`config.mk`:
```
export PLATFORM = sky130hd
export DESIGN_NAME = uart_rx_fifo
export DESIGN_NICKNAME = d
export VERILOG_FILES = /design/src/rtl/uart_rx_fifo_pkg.sv /design/src/rtl/uart_rx.sv /design/src/rtl/uart_rx_fifo.sv
export SDC_FILE = /design/constraint.sdc
export NUM_CORES = 1
export LEC_CHECK = 0
export BUFFER_PORTS_ARGS = -buffer_cell sky130_fd_sc_hd__buf_2
export CORE_MARGIN = 1
export CORE_UTILIZATION = 54
export CTS_CLUSTER_SIZE = 28
export DETAILED_ROUTE_END_ITERATION = 10
export GPL_TIMING_DRIVEN = 0
export HOLD_SLACK_MARGIN = 0.06
export MAX_ROUTING_LAYER = met4
export PLACE_DENSITY = 0.73
export RECOVER_POWER = 25
export SLEW_MARGIN = 20
export SYNTH_ARGS = -nofsm -noshare
export SYNTH_HDL_FRONTEND = slang
export SYNTH_HIERARCHICAL = 1
export SYNTH_SLANG_ARGS = --single-unit
```
`constraint.sdc`:
```
create_clock -name clk -period 3.4 [get_ports clk]
set_input_delay 0.17 -clock clk [delete_from_list [all_inputs] [get_ports clk]]
set_output_delay 0.17 -clock clk [all_outputs]
set_load 0.02 [all_outputs]
```
`src/rtl/uart_rx_fifo_pkg.sv`:
```
// Shared constants and types for the UART receive path and its byte FIFO.
package uart_rx_fifo_pkg;

    localparam int unsigned CLK_HZ_DEF     = 32'd100_000_000;
    localparam int unsigned BAUD_DEF       = 32'd9600;
    localparam int unsigned OVERSAMPLE     = 32'd16;
    localparam int unsigned FIFO_DEPTH_DEF = 32'd16;

    typedef enum logic [1:0] {
        ST_IDLE  = 2'd0,
        ST_START = 2'd1,
        ST_DATA  = 2'd2,
        ST_STOP  = 2'd3
    } rx_state_e;

    function automatic int unsigned baud_div(input int unsigned clk_hz, input int unsigned baud);
        return clk_hz / (baud * OVERSAMPLE);
    endfunction

endpackage

```
`src/rtl/uart_rx.sv`:
```
// 16x-oversampling UART receiver: synchronizer, tick generator and framing FSM.
module uart_rx
    import uart_rx_fifo_pkg::*;
#(
    parameter int unsigned CLK_HZ = CLK_HZ_DEF,
    parameter int unsigned BAUD   = BAUD_DEF
) (
    input  logic       clk,
    input  logic       rst,
    input  logic       rx,
    output logic [7:0] rx_data,
    output logic       rx_done,
    output logic       frame_err
);

    localparam int unsigned     DIV      = baud_div(CLK_HZ, BAUD);
    localparam int              DIV_W    = (DIV > 32'd1) ? $clog2(DIV) : 1;
    localparam logic [DIV_W-1:0] DIV_LAST = DIV_W'(DIV - 32'd1);

    logic             r_sync1;
    logic             r_sync2;
    logic             r_rx_prev;
    logic [DIV_W-1:0] r_div_cnt;
    logic [3:0]       r_tick_cnt;
    logic [2:0]       r_bit_cnt;
    logic [7:0]       r_shift;
    rx_state_e        r_state;

    rx_state_e        w_state_nxt;
    logic             w_tick;
    logic             w_fall;
    logic             w_sample;
    logic             w_done;
    logic             w_ferr;

    assign w_tick = (r_div_cnt == DIV_LAST);
    assign w_fall = r_rx_prev & ~r_sync2;

    // Two-flop synchronizer plus one delay stage for falling-edge detection.
    always_ff @(posedge clk) begin
        if (rst) begin
            r_sync1   <= 1'b1;
            r_sync2   <= 1'b1;
            r_rx_prev <= 1'b1;
        end else begin
            r_sync1   <= rx;
            r_sync2   <= r_sync1;
            r_rx_prev <= r_sync2;
        end
    end

    // Baud tick divider and per-state tick counter; both restart at every state change.
    always_ff @(posedge clk) begin
        if (rst) begin
            r_div_cnt  <= '0;
            r_tick_cnt <= 4'd0;
        end else begin
            if ((r_state != w_state_nxt) || w_tick) begin
                r_div_cnt <= '0;
            end else begin
                r_div_cnt <= r_div_cnt + DIV_W'(1);
            end
            if (r_state != w_state_nxt) begin
                r_tick_cnt <= 4'd0;
            end else if (w_tick) begin
                r_tick_cnt <= r_tick_cnt + 4'd1;
            end
        end
    end

    // Framing state, bit counter and LSB-first shift register.
    always_ff @(posedge clk) begin
        if (rst) begin
            r_state   <= ST_IDLE;
            r_bit_cnt <= 3'd0;
            r_shift   <= 8'h00;
        end else begin
            r_state <= w_state_nxt;
            if (r_state == ST_START) begin
                r_bit_cnt <= 3'd0;
            end else if (w_sample) begin
                r_bit_cnt <= r_bit_cnt + 3'd1;
            end
            if (w_sample) begin
                r_shift <= {r_sync2, r_shift[7:1]};
            end
        end
    end

    // Next state; START checks mid start bit, DATA/STOP sample mid bit.
    always_comb begin
        w_state_nxt = r_state;
        w_sample    = 1'b0;
        w_done      = 1'b0;
        w_ferr      = 1'b0;
        case (r_state)
            ST_IDLE: begin
                if (w_fall) w_state_nxt = ST_START;
                else        w_state_nxt = ST_IDLE;
            end
            ST_START: begin
                if (w_tick && (r_tick_cnt == 4'd7)) begin
                    w_state_nxt = r_sync2 ? ST_IDLE : ST_DATA;
                end else begin
                    w_state_nxt = ST_START;
                end
            end
            ST_DATA: begin
                if (w_tick && (r_tick_cnt == 4'd15)) begin
                    w_sample    = 1'b1;
                    w_state_nxt = (r_bit_cnt == 3'd7) ? ST_STOP : ST_DATA;
                end else begin
                    w_state_nxt = ST_DATA;
                end
            end
            ST_STOP: begin
                if (w_tick && (r_tick_cnt == 4'd15)) begin
                    w_state_nxt = ST_IDLE;
                    w_done      = r_sync2;
                    w_ferr      = ~r_sync2;
                end else begin
                    w_state_nxt = ST_STOP;
                end
            end
            default: w_state_nxt = ST_IDLE;
        endcase
    end

    assign rx_data   = r_shift;
    assign rx_done   = w_done;
    assign frame_err = w_ferr;

endmodule

```
`src/rtl/uart_rx_fifo.sv`:
```
// UART receiver feeding a show-ahead byte FIFO with sticky overflow.
module uart_rx_fifo
    import uart_rx_fifo_pkg::*;
#(
    parameter int unsigned CLK_HZ     = CLK_HZ_DEF,
    parameter int unsigned BAUD       = BAUD_DEF,
    parameter int unsigned FIFO_DEPTH = FIFO_DEPTH_DEF
) (
    input  logic       clk,
    input  logic       rst,
    input  logic       rx,
    input  logic       pop,
    output logic [7:0] fifo_data,
    output logic       rx_empty,
    output logic       rx_full,
    output logic       overflow,
    output logic       frame_err
);

    localparam int               PTR_W    = $clog2(FIFO_DEPTH);
    localparam int               CNT_W    = PTR_W + 1;
    localparam logic [CNT_W-1:0] CNT_FULL = CNT_W'(FIFO_DEPTH);

    logic [7:0]       r_mem [FIFO_DEPTH];
    logic [PTR_W-1:0] r_wr_ptr;
    logic [PTR_W-1:0] r_rd_ptr;
    logic [CNT_W-1:0] r_count;
    logic             r_overflow;

    logic [7:0]       w_rx_data;
    logic             w_rx_done;
    logic             w_pop_ok;
    logic             w_push_ok;
    logic             w_drop;

    uart_rx #(
        .CLK_HZ (CLK_HZ),
        .BAUD   (BAUD)
    ) u_rx (
        .clk       (clk),
        .rst       (rst),
        .rx        (rx),
        .rx_data   (w_rx_data),
        .rx_done   (w_rx_done),
        .frame_err (frame_err)
    );

    // A pop frees a slot in the same cycle, so a full FIFO still accepts a push alongside it.
    assign w_pop_ok  = pop & (r_count != '0);
    assign w_push_ok = w_rx_done & ((r_count != CNT_FULL) | w_pop_ok);
    assign w_drop    = w_rx_done & ~w_push_ok;

    // Pointer, occupancy and sticky overflow bookkeeping.
    always_ff @(posedge clk) begin
        if (rst) begin
            r_wr_ptr   <= '0;
            r_rd_ptr   <= '0;
            r_count    <= '0;
            r_overflow <= 1'b0;
        end else begin
            if (w_push_ok) r_wr_ptr <= r_wr_ptr + PTR_W'(1);
            if (w_pop_ok)  r_rd_ptr <= r_rd_ptr + PTR_W'(1);
            case ({w_push_ok, w_pop_ok})
                2'b10:   r_count <= r_count + CNT_W'(1);
                2'b01:   r_count <= r_count - CNT_W'(1);
                default: r_count <= r_count;
            endcase
            if (w_drop) r_overflow <= 1'b1;
        end
    end

    // Byte storage.
    always_ff @(posedge clk) begin
        if (w_push_ok) r_mem[r_wr_ptr] <= w_rx_data;
    end

    assign fifo_data = r_mem[r_rd_ptr];
    assign rx_empty  = (r_count == '0);
    assign rx_full   = (r_count == CNT_FULL);
    assign overflow  = r_overflow;

endmodule

```
== Yosys cells after proc, flatten, opt, wreduce, memory -nomap -nowiden ==
Memory sizes are Yosys's and may differ from the RTL's. A register that Yosys moved wholly into a read port is not among the register bits.
Index checks and enable logic that the tools add are counted.
Widths: inputs -> output; s select.

* Register bits: 44
* Bits in writable memories: 128
* Output and inout bits: 12
* Logic and storage cells: 67
* Memories kept: 1

* Add/subtract/negate cells: 7
* Eq/ne operators: 12
* Muxes and demuxes: 18
* Bitwise logic cells: 7
* Reductions and logical operators: 10

{| class="wikitable"
|+ Memories
! memory !! depth !! bits a word !! rd ports !! clocked after Yosys merged registers in !! write ports !! RTL line !! RTL
|-
| r_mem || 16 || 8 || 1 || 1 || 1 || uart_rx_fifo.sv:24 || <nowiki>logic [7:0] r_mem [FIFO_DEPTH];</nowiki>
|}

{| class="wikitable"
|+ Operators by type and width
! operator !! number
|-
| $add 4x1->4 const B || 3
|-
| $add 10x1->10 const B || 1
|-
| $eq 10x10->1 const B || 1
|-
| $mux 1 || 10
|-
| $pmux 5 s2 || 1
|-
| $mux 2 || 4
|-
| $mux 4 || 2
|-
| $pmux 2 s4 || 1
|-
| $eq 2x2->1 const B || 3
|-
| $reduce_or 2->1 || 3
|-
| $add 5x1->5 const B || 1
|-
| $eq 5x5->1 const B || 1
|-
| $logic_not 5->1 || 1
|-
| $ne 5x5->1 const B || 1
|-
| $reduce_bool 5->1 || 1
|-
| $sub 5x1->5 const B || 1
|-
| $and 1x1->1 || 4
|-
| $eq 2x1->1 const B || 2
|-
| $eq 4x3->1 const B || 1
|-
| $eq 4x4->1 const B || 1
|-
| $add 3x1->3 const B || 1
|-
| $eq 3x3->1 const B || 1
|-
| $logic_and 1x1->1 || 2
|-
| $logic_not 2->1 || 1
|-
| other kinds (5) || 6
|}

== Depth between registers and ports, before layout ==
* Depth after elaboration: 7
* Mapped depth: 15
* Gate-level depth less buffers: 14

== By module ==
The synthesis kept the hierarchy.

{| class="wikitable"
|+ Modules (own cells, without submodules)
! module !! instances !! cells an instance !! area each (µm²) !! seq. area each (µm²)
|-
| uart_rx_fifo || 1 || 323 || 5861.9 || 4204.0
|-
| uart_rx || 1 || 142 || 1323.8 || 600.6
|}

== Least setup slack after synthesis ==
OpenSTA, ideal clock, no wires.

* Kind: register -> register
* Start: register u_rx.r_div_cnt[8]
* End: register r_count[4]
* Library setup time: 0.074 ns
* Arrival: 3.155 ns
* Data required time: 3.326 ns
* Slack: 0.171 ns
* Stages on the path, launching flop included: 14
* Period minus slack after synthesis: 3.229 ns
* Cell sequence: dfxtp_1 nor4b_4 and4_1 nand3_1 nor2_1 clkdlybuf4s18_1 and2b_2 o21ai_4 inv_2 fa_1 a21o_1 a2111oi_0 o21ai_0 a31oi_1

* Longest elaborated chain between the ends: 7
* Elaborated cells on any way between the ends: 9
* Those cells by class: 3 x eq/ne; 3 x mux; 1 x bitwise; 2 x reduce/logical

{| class="wikitable"
|+ RTL lines
! what !! RTL line !! RTL
|-
| start, declared || uart_rx.sv:23 || <nowiki>logic [DIV_W-1:0] r_div_cnt;</nowiki>
|-
| start signal, assigned || uart_rx.sv:61 || <nowiki>r_div_cnt <= r_div_cnt + DIV_W'(1);</nowiki>
|-
| $eq 10x10->1 * || uart_rx.sv:36 || <nowiki>assign w_tick = (r_div_cnt == DIV_LAST);</nowiki>
|-
| $logic_and 1x1->1 * || uart_rx.sv:117 || <nowiki>if (w_tick && (r_tick_cnt == 4'd15)) begin</nowiki>
|-
| $mux 1 * || uart_rx.sv:117 ||
|-
| $mux 1 * || uart_rx.sv:96 || <nowiki>case (r_state)</nowiki>
|-
| net w_rx_done || uart_rx_fifo.sv:31 || <nowiki>logic w_rx_done;</nowiki>
|-
| $and 1x1->1 * || uart_rx_fifo.sv:50 || <nowiki>assign w_push_ok = w_rx_done & ((r_count != CNT_FULL) | w_pop_ok);</nowiki>
|-
| $eq 2x1->1 or $eq 2x2->1 (tied branches) || uart_rx_fifo.sv:63 || <nowiki>case ({w_push_ok, w_pop_ok})</nowiki>
|-
| $pmux 5 s2 or $reduce_bool 2->1 (tied branches) || n/a ||
|-
| end signal, assigned || uart_rx_fifo.sv:64 || <nowiki>2'b10: r_count <= r_count + CNT_W'(1);</nowiki>
|-
| end signal, assigned || uart_rx_fifo.sv:65 || <nowiki>2'b01: r_count <= r_count - CNT_W'(1);</nowiki>
|-
| end signal, assigned || uart_rx_fifo.sv:66 || <nowiki>default: r_count <= r_count;</nowiki>
|-
| end, declared || uart_rx_fifo.sv:27 || <nowiki>logic [CNT_W-1:0] r_count;</nowiki>
|}

The timed path passes the listed nets; every way through them passes the cells marked *.
A chain may end at the register's enable or synchronous reset.

== Worst setup path in the final report ==
* Start: register u_rx.r_div_cnt[0]
* End: register r_count[4]

The elaborated chain is that of the path after synthesis.

==> results.md <==
- The HPWL after detailed placement is ~8900 µm.
- The cell sitting at the root of the clock tree is a clkbuf_16.
- The initial antenna violation count is 0.
- The area of the core is between 10000 and 15000 µm².
- The synthesized netlist devotes about a tenth of its cell area to simple gates.
- The clock reaches the later pin of the worst-skew pair after 430 ps.
- After synthesis, the largest family of logic cells by area is multiplexers.
- The DRC violations left is 0.
- The I/O pin count is 16.
- The maximum level of the CTS H-tree is 4.
- The reg2reg setup slack is 220 ps.
- The synthesized design contains between 100 and 150 enable-type register cells.
- The minimum clock period after layout is around 3200 ps.
- For this run, the register share of the synthesized area comes to 66.9%.
- Clock tree synthesis inserted a total of 17 buffers.
- The number of input and output port buffers inserted is 15.
- The distinct cell type count after synthesis is 57.
- Global routing finished with a remaining overflow of 0.
- Excluding fillers, the count of instances in the completed layout stands at 686.
- For this run, the post-layout net count is 519.
- The number of cells on the worst reg-to-reg path is 15.
- The power density relative to cell area is between 600 and 700 nW/µm².
- The count of warnings emitted by yosys is 6.
- From bottom edge to top edge, the die measures roughly 120 µm.
- The first detailed-routing pass took 5 iterations.
- The reported leakage power is 2.82 nW.
- The kind of critical path is flop to flop.
- The overall track demand over capacity in global routing is 22.5%.
- The slowest stage of the critical path belongs to the cell fa_2.
- The number of global-route vias before repair is 4127.
- The worst setup path is launched from a flop.
- The die area is 13800 µm².
- The critical register-to-register path startpoint is u_rx/r_div_cnt[0].
- After synthesis the netlist holds a flip-flop and latch count of around 180.
- In this design, the stage delay of the slowest critical-path cell is about 400 ps.
- The netlist area before placement is a little over 7000 µm².
- Walking the worst path, the cells encountered are inv_1, ha_1, and2_2, and4_4, nand3_1, nor2_1, clkbuf_4, and2b_2, o21ai_4, inv_2, fa_2, a21o_1, a2111oi_2, o21ai_0, a31oi_1.
- The maximum number of pins on one net before global-route repair is 19.
- Routability-driven placement finished with a final weighted congestion of between 0.8 and 0.9.
- The proportion of synthesized flip-flops having asynchronous set or reset is 0%.
- The largest fanout on the critical path is 9.
- The area fraction in compound gates after synthesis is 5.36%.
- The total count of max-transition violations in the final report was 0.
- The capturing element of the worst setup path is r_count[4].
- The ratio of final minimum period to clock period is roughly 94%.
- Data on the critical path is required at its endpoint by ~3800 ps.
- The signal arrival time at the worst endpoint is about 3500 ps.
- The fraction of synthesized area in multiplexers is between 10 and 15%.
- The number of max-cap violations is 0.
- The first routing iteration left between 400 and 500 violations.
- The final count of hold timing violations is 0.
- The synthesized netlist devotes ~2.5% of its cell area to adder and majority cells.
- Setup repair after global routing left no endpoint under its margin.
- The wire length per cell is 20.0 µm.
- In this run the tightest slew margin relative to its limit is 41.3%.
- The worst flop-to-flop path endpoint is r_count[4].
- Synthesis produced between 400 and 500 cells.
- The TritonCTS clock tree is done.
- At the pin with the least slew margin, the transition time is roughly 880 ps.
- Among all flip-flop cells after synthesis, the most frequent one is edfxtp_1.
- The worst-case setup margin in the final layout is approximately 220 ps.
- Of the total synthesized cell area, the portion taken by XOR and XNOR cells is ~2.0%.
- Row generation in the floorplan step produced about 40 rows.
- The first global-routing pass estimated ~22000 µm of wire.
- The filler cells instantiated in the layout total a little under 900.
- The final-report setup violation count is 0.
- The number of placed instances, taps included, is between 600 and 700.
- The final worst clock skew is ~11 ps.
- After clock tree synthesis, the clock-pin slew on the worst setup and hold paths is approximately 70 ps.
- After synthesis, the mean cell area works out to around 15 µm².
- Relative to the synthesized area, the layout overhead comes to 13.4%.
- The startpoint identified for the worst hold timing path is rst.
- The fmax is between 300 and 400 MHz.
- The critical path starts at u_rx/r_div_cnt[0].
- The total via count in the routed design is ~4000.
- The number of inserted diodes is 0.
- The worst-case vdd ir drop is ~0.00054 V.
- The residual antenna-violating net count after detailed routing is 0.
- The initial utilization of the core area, before any placement, comes to between 50% and 60%.
- The flow ran to the end, and the final reports show no timing, DRC or antenna violations.
- The clock sink total is roughly 180.
- The fraction of layout instances using a drive strength above 1 is a little over a fifth.
- Measured on the finished design, the core utilization comes to 63.8%.
- The horizontal die dimension is between 100 and 150 µm.
- The worst setup path is captured at a flop.
- No sink is reached through more buffers than the 2 on the longest clock path.
- The number of vias per cell after detailed routing is about 5.8.
- Synthesis produced a netlist with a net count of 483.
- The worst hold-check path type is primary input to flop.
- Prior to clock tree synthesis, the placed netlist has a worst setup slack of -268 ps.
- The total wirelength of the detailed-routed design is 13700 µm.
-- cells in the final DEF, fill, tap and decap left out, types with 4 or more instances in the layout --
cell          n
edfxtp_1    128
nor2_1       51
dfxtp_1      48
mux4_2       32
buf_2        19
nand2_1      18
clkbuf_16    17
a22oi_1      16
mux2i_1      13
ha_1         13
a21oi_1      12
clkbuf_1     11
xor2_1       11
nand3_1      11
inv_1         9
nor3_1        7
nand2b_1      5
xnor2_1       5
o21ai_0       5
or2_2         5
and2_1        4
nor3_2        4
o211ai_1      4
clkinvlp_4    4
bufinv_16     4
-- critical path: cells and delay by family, from the launching register on --
kind	cells	cell delay, ps
compound gates	5	930
flops	1	340
simple gates	5	920
fa+ha+maj	2	530
buf+inv	3	390
-- cell type report --
class | count | area [µm²] | area share (%)
Buffer | 18 | 83.8 | 1.03
Clock buffer | 18 | 429 | 5.27
Clock inverter | 14 | 190 | 2.33
Inverter | 10 | 37.5 | 0.461
Multi-Input combinational cell | 261 | 2300 | 28.2
Sequential cell | 176 | 4800 | 59.0
Tap cell | 172 | 215 | 2.64
Timing Repair Buffer | 17 | 92.6 | 1.14
-- synth_stat cells, types with 2 or more instances --
| cell type | number | area, µm² |
|---|---|---|
| buf_1 | 2 | 7.51 |
| and4_1 | 2 | 17.5 |
| xnor2_1 | 5 | 43.8 |
| clkbuf_1 | 10 | 37.5 |
| buf_2 | 4 | 20.0 |
| nor3b_2 | 2 | 25.0 |
| mux2_2 | 2 | 22.5 |
| and3_1 | 3 | 18.8 |
| a31oi_1 | 2 | 12.5 |
| edfxtp_1 | 128 | 3840 |
| xor2_1 | 11 | 96.3 |
| nand2_1 | 18 | 67.6 |
| a21oi_1 | 12 | 60.1 |
| o21a_1 | 2 | 15.0 |
| nor2_1 | 51 | 191 |
| and2_1 | 5 | 31.3 |
| and2b_2 | 2 | 17.5 |
| nor3_1 | 11 | 55.1 |
| o21ai_0 | 5 | 25.0 |
| nor2b_1 | 2 | 12.5 |
| a22oi_1 | 16 | 120 |
| dfxtp_1 | 48 | 961 |
| o211ai_1 | 4 | 30.0 |
| mux4_2 | 32 | 721 |
| nand4_1 | 3 | 18.8 |
| or2_2 | 5 | 31.3 |
| ha_1 | 13 | 163 |
| nand3_1 | 11 | 55.1 |
| nand2b_1 | 5 | 31.3 |
| o22ai_1 | 2 | 12.5 |
| inv_1 | 9 | 33.8 |
| mux2i_1 | 13 | 130 |
-- where the power goes --
part / switching (mW) / internal (mW) / total, mW
Sequential: 0.0598 / 2.31 / 2.37
Clock: 0.796 / 1.23 / 2.02
Combinational: 0.489 / 0.376 / 0.865
Total: 1.34 / 3.92 / 5.26
-- layer usage --
metal	routed length (µm)	up-vias	GRT usage, %	share of wire [%]
li1	-	1855	-	-
met1	5930	1991	27.8	43
met2	7010	116	37.5	51
met3	618	16	4.18	4.5
met4	167	0	7.55	1.2
met5	0	-	-	0
-- stage by stage --
| stage | power [mW] | instance area, µm² | hold slack [ps] | TNS (ps) |
|---|---|---|---|---|
| 4_1_cts | 5.27 | 8130 | 82.7 | 0 |
| 2_1_floorplan | 3.07 | 7190 | 239 | 0 |
| 3_3_place_gp | 3.24 | 7480 | 356 | -3810 |
| 6_report | 5.26 | 8150 | 96.6 | 0 |
| 3_5_place_dp | 3.27 | 7500 | 357 | -268 |
| 5_1_grt | 5.47 | 8150 | 86.2 | 0 |
-- worst min path at each step --
| stage | slack (ps) | cells past startpoint | to |
|---|---|---|---|
| floorplan | 240 | 1 | r_count[1] |
| global placement | 360 | 2 | u_rx/r_sync1 |
| detailed placement | 360 | 2 | u_rx/r_sync1 |
| CTS | 80 | 2 | r_count[1] |
| global route | 90 | 2 | r_count[3] |
| finish | 100 | 2 | r_count[3] |
-- what timing repair did --
action / in CTS / in global routing
endpoints found under the setup margin: 1 / 1
pin swaps: 1 / 0
hold buffers: 1 / 0
endpoints found under the hold margin: 1 / 0
setup buffers: 1 / 0
gates resized for setup: 5 / 6
-- registers in the layout, summed over array words and instances, names as in the netlist, named ones only --
signal           cells
overflow             1
u_rx/r_state         2
u_rx/r_sync2         1
r_wr_ptr             4
u_rx/r_bit_cnt       3
u_rx/r_rx_prev       1
r_count              5
r_mem              128
r_rd_ptr             4
u_rx/r_sync1         1
u_rx/r_div_cnt      10
u_rx/r_tick_cnt      4
u_rx/rx_data         8
-- cells by family after synthesis --
family,Yosys count
DFF,176
and+or+nand+nor,130
AOI/OAI and AO/OA,54
muxes,47
buffers and inverters,28
xor gates and xnor gates,16
adders and majority gates,14
(Power assumes the default switching activity.)
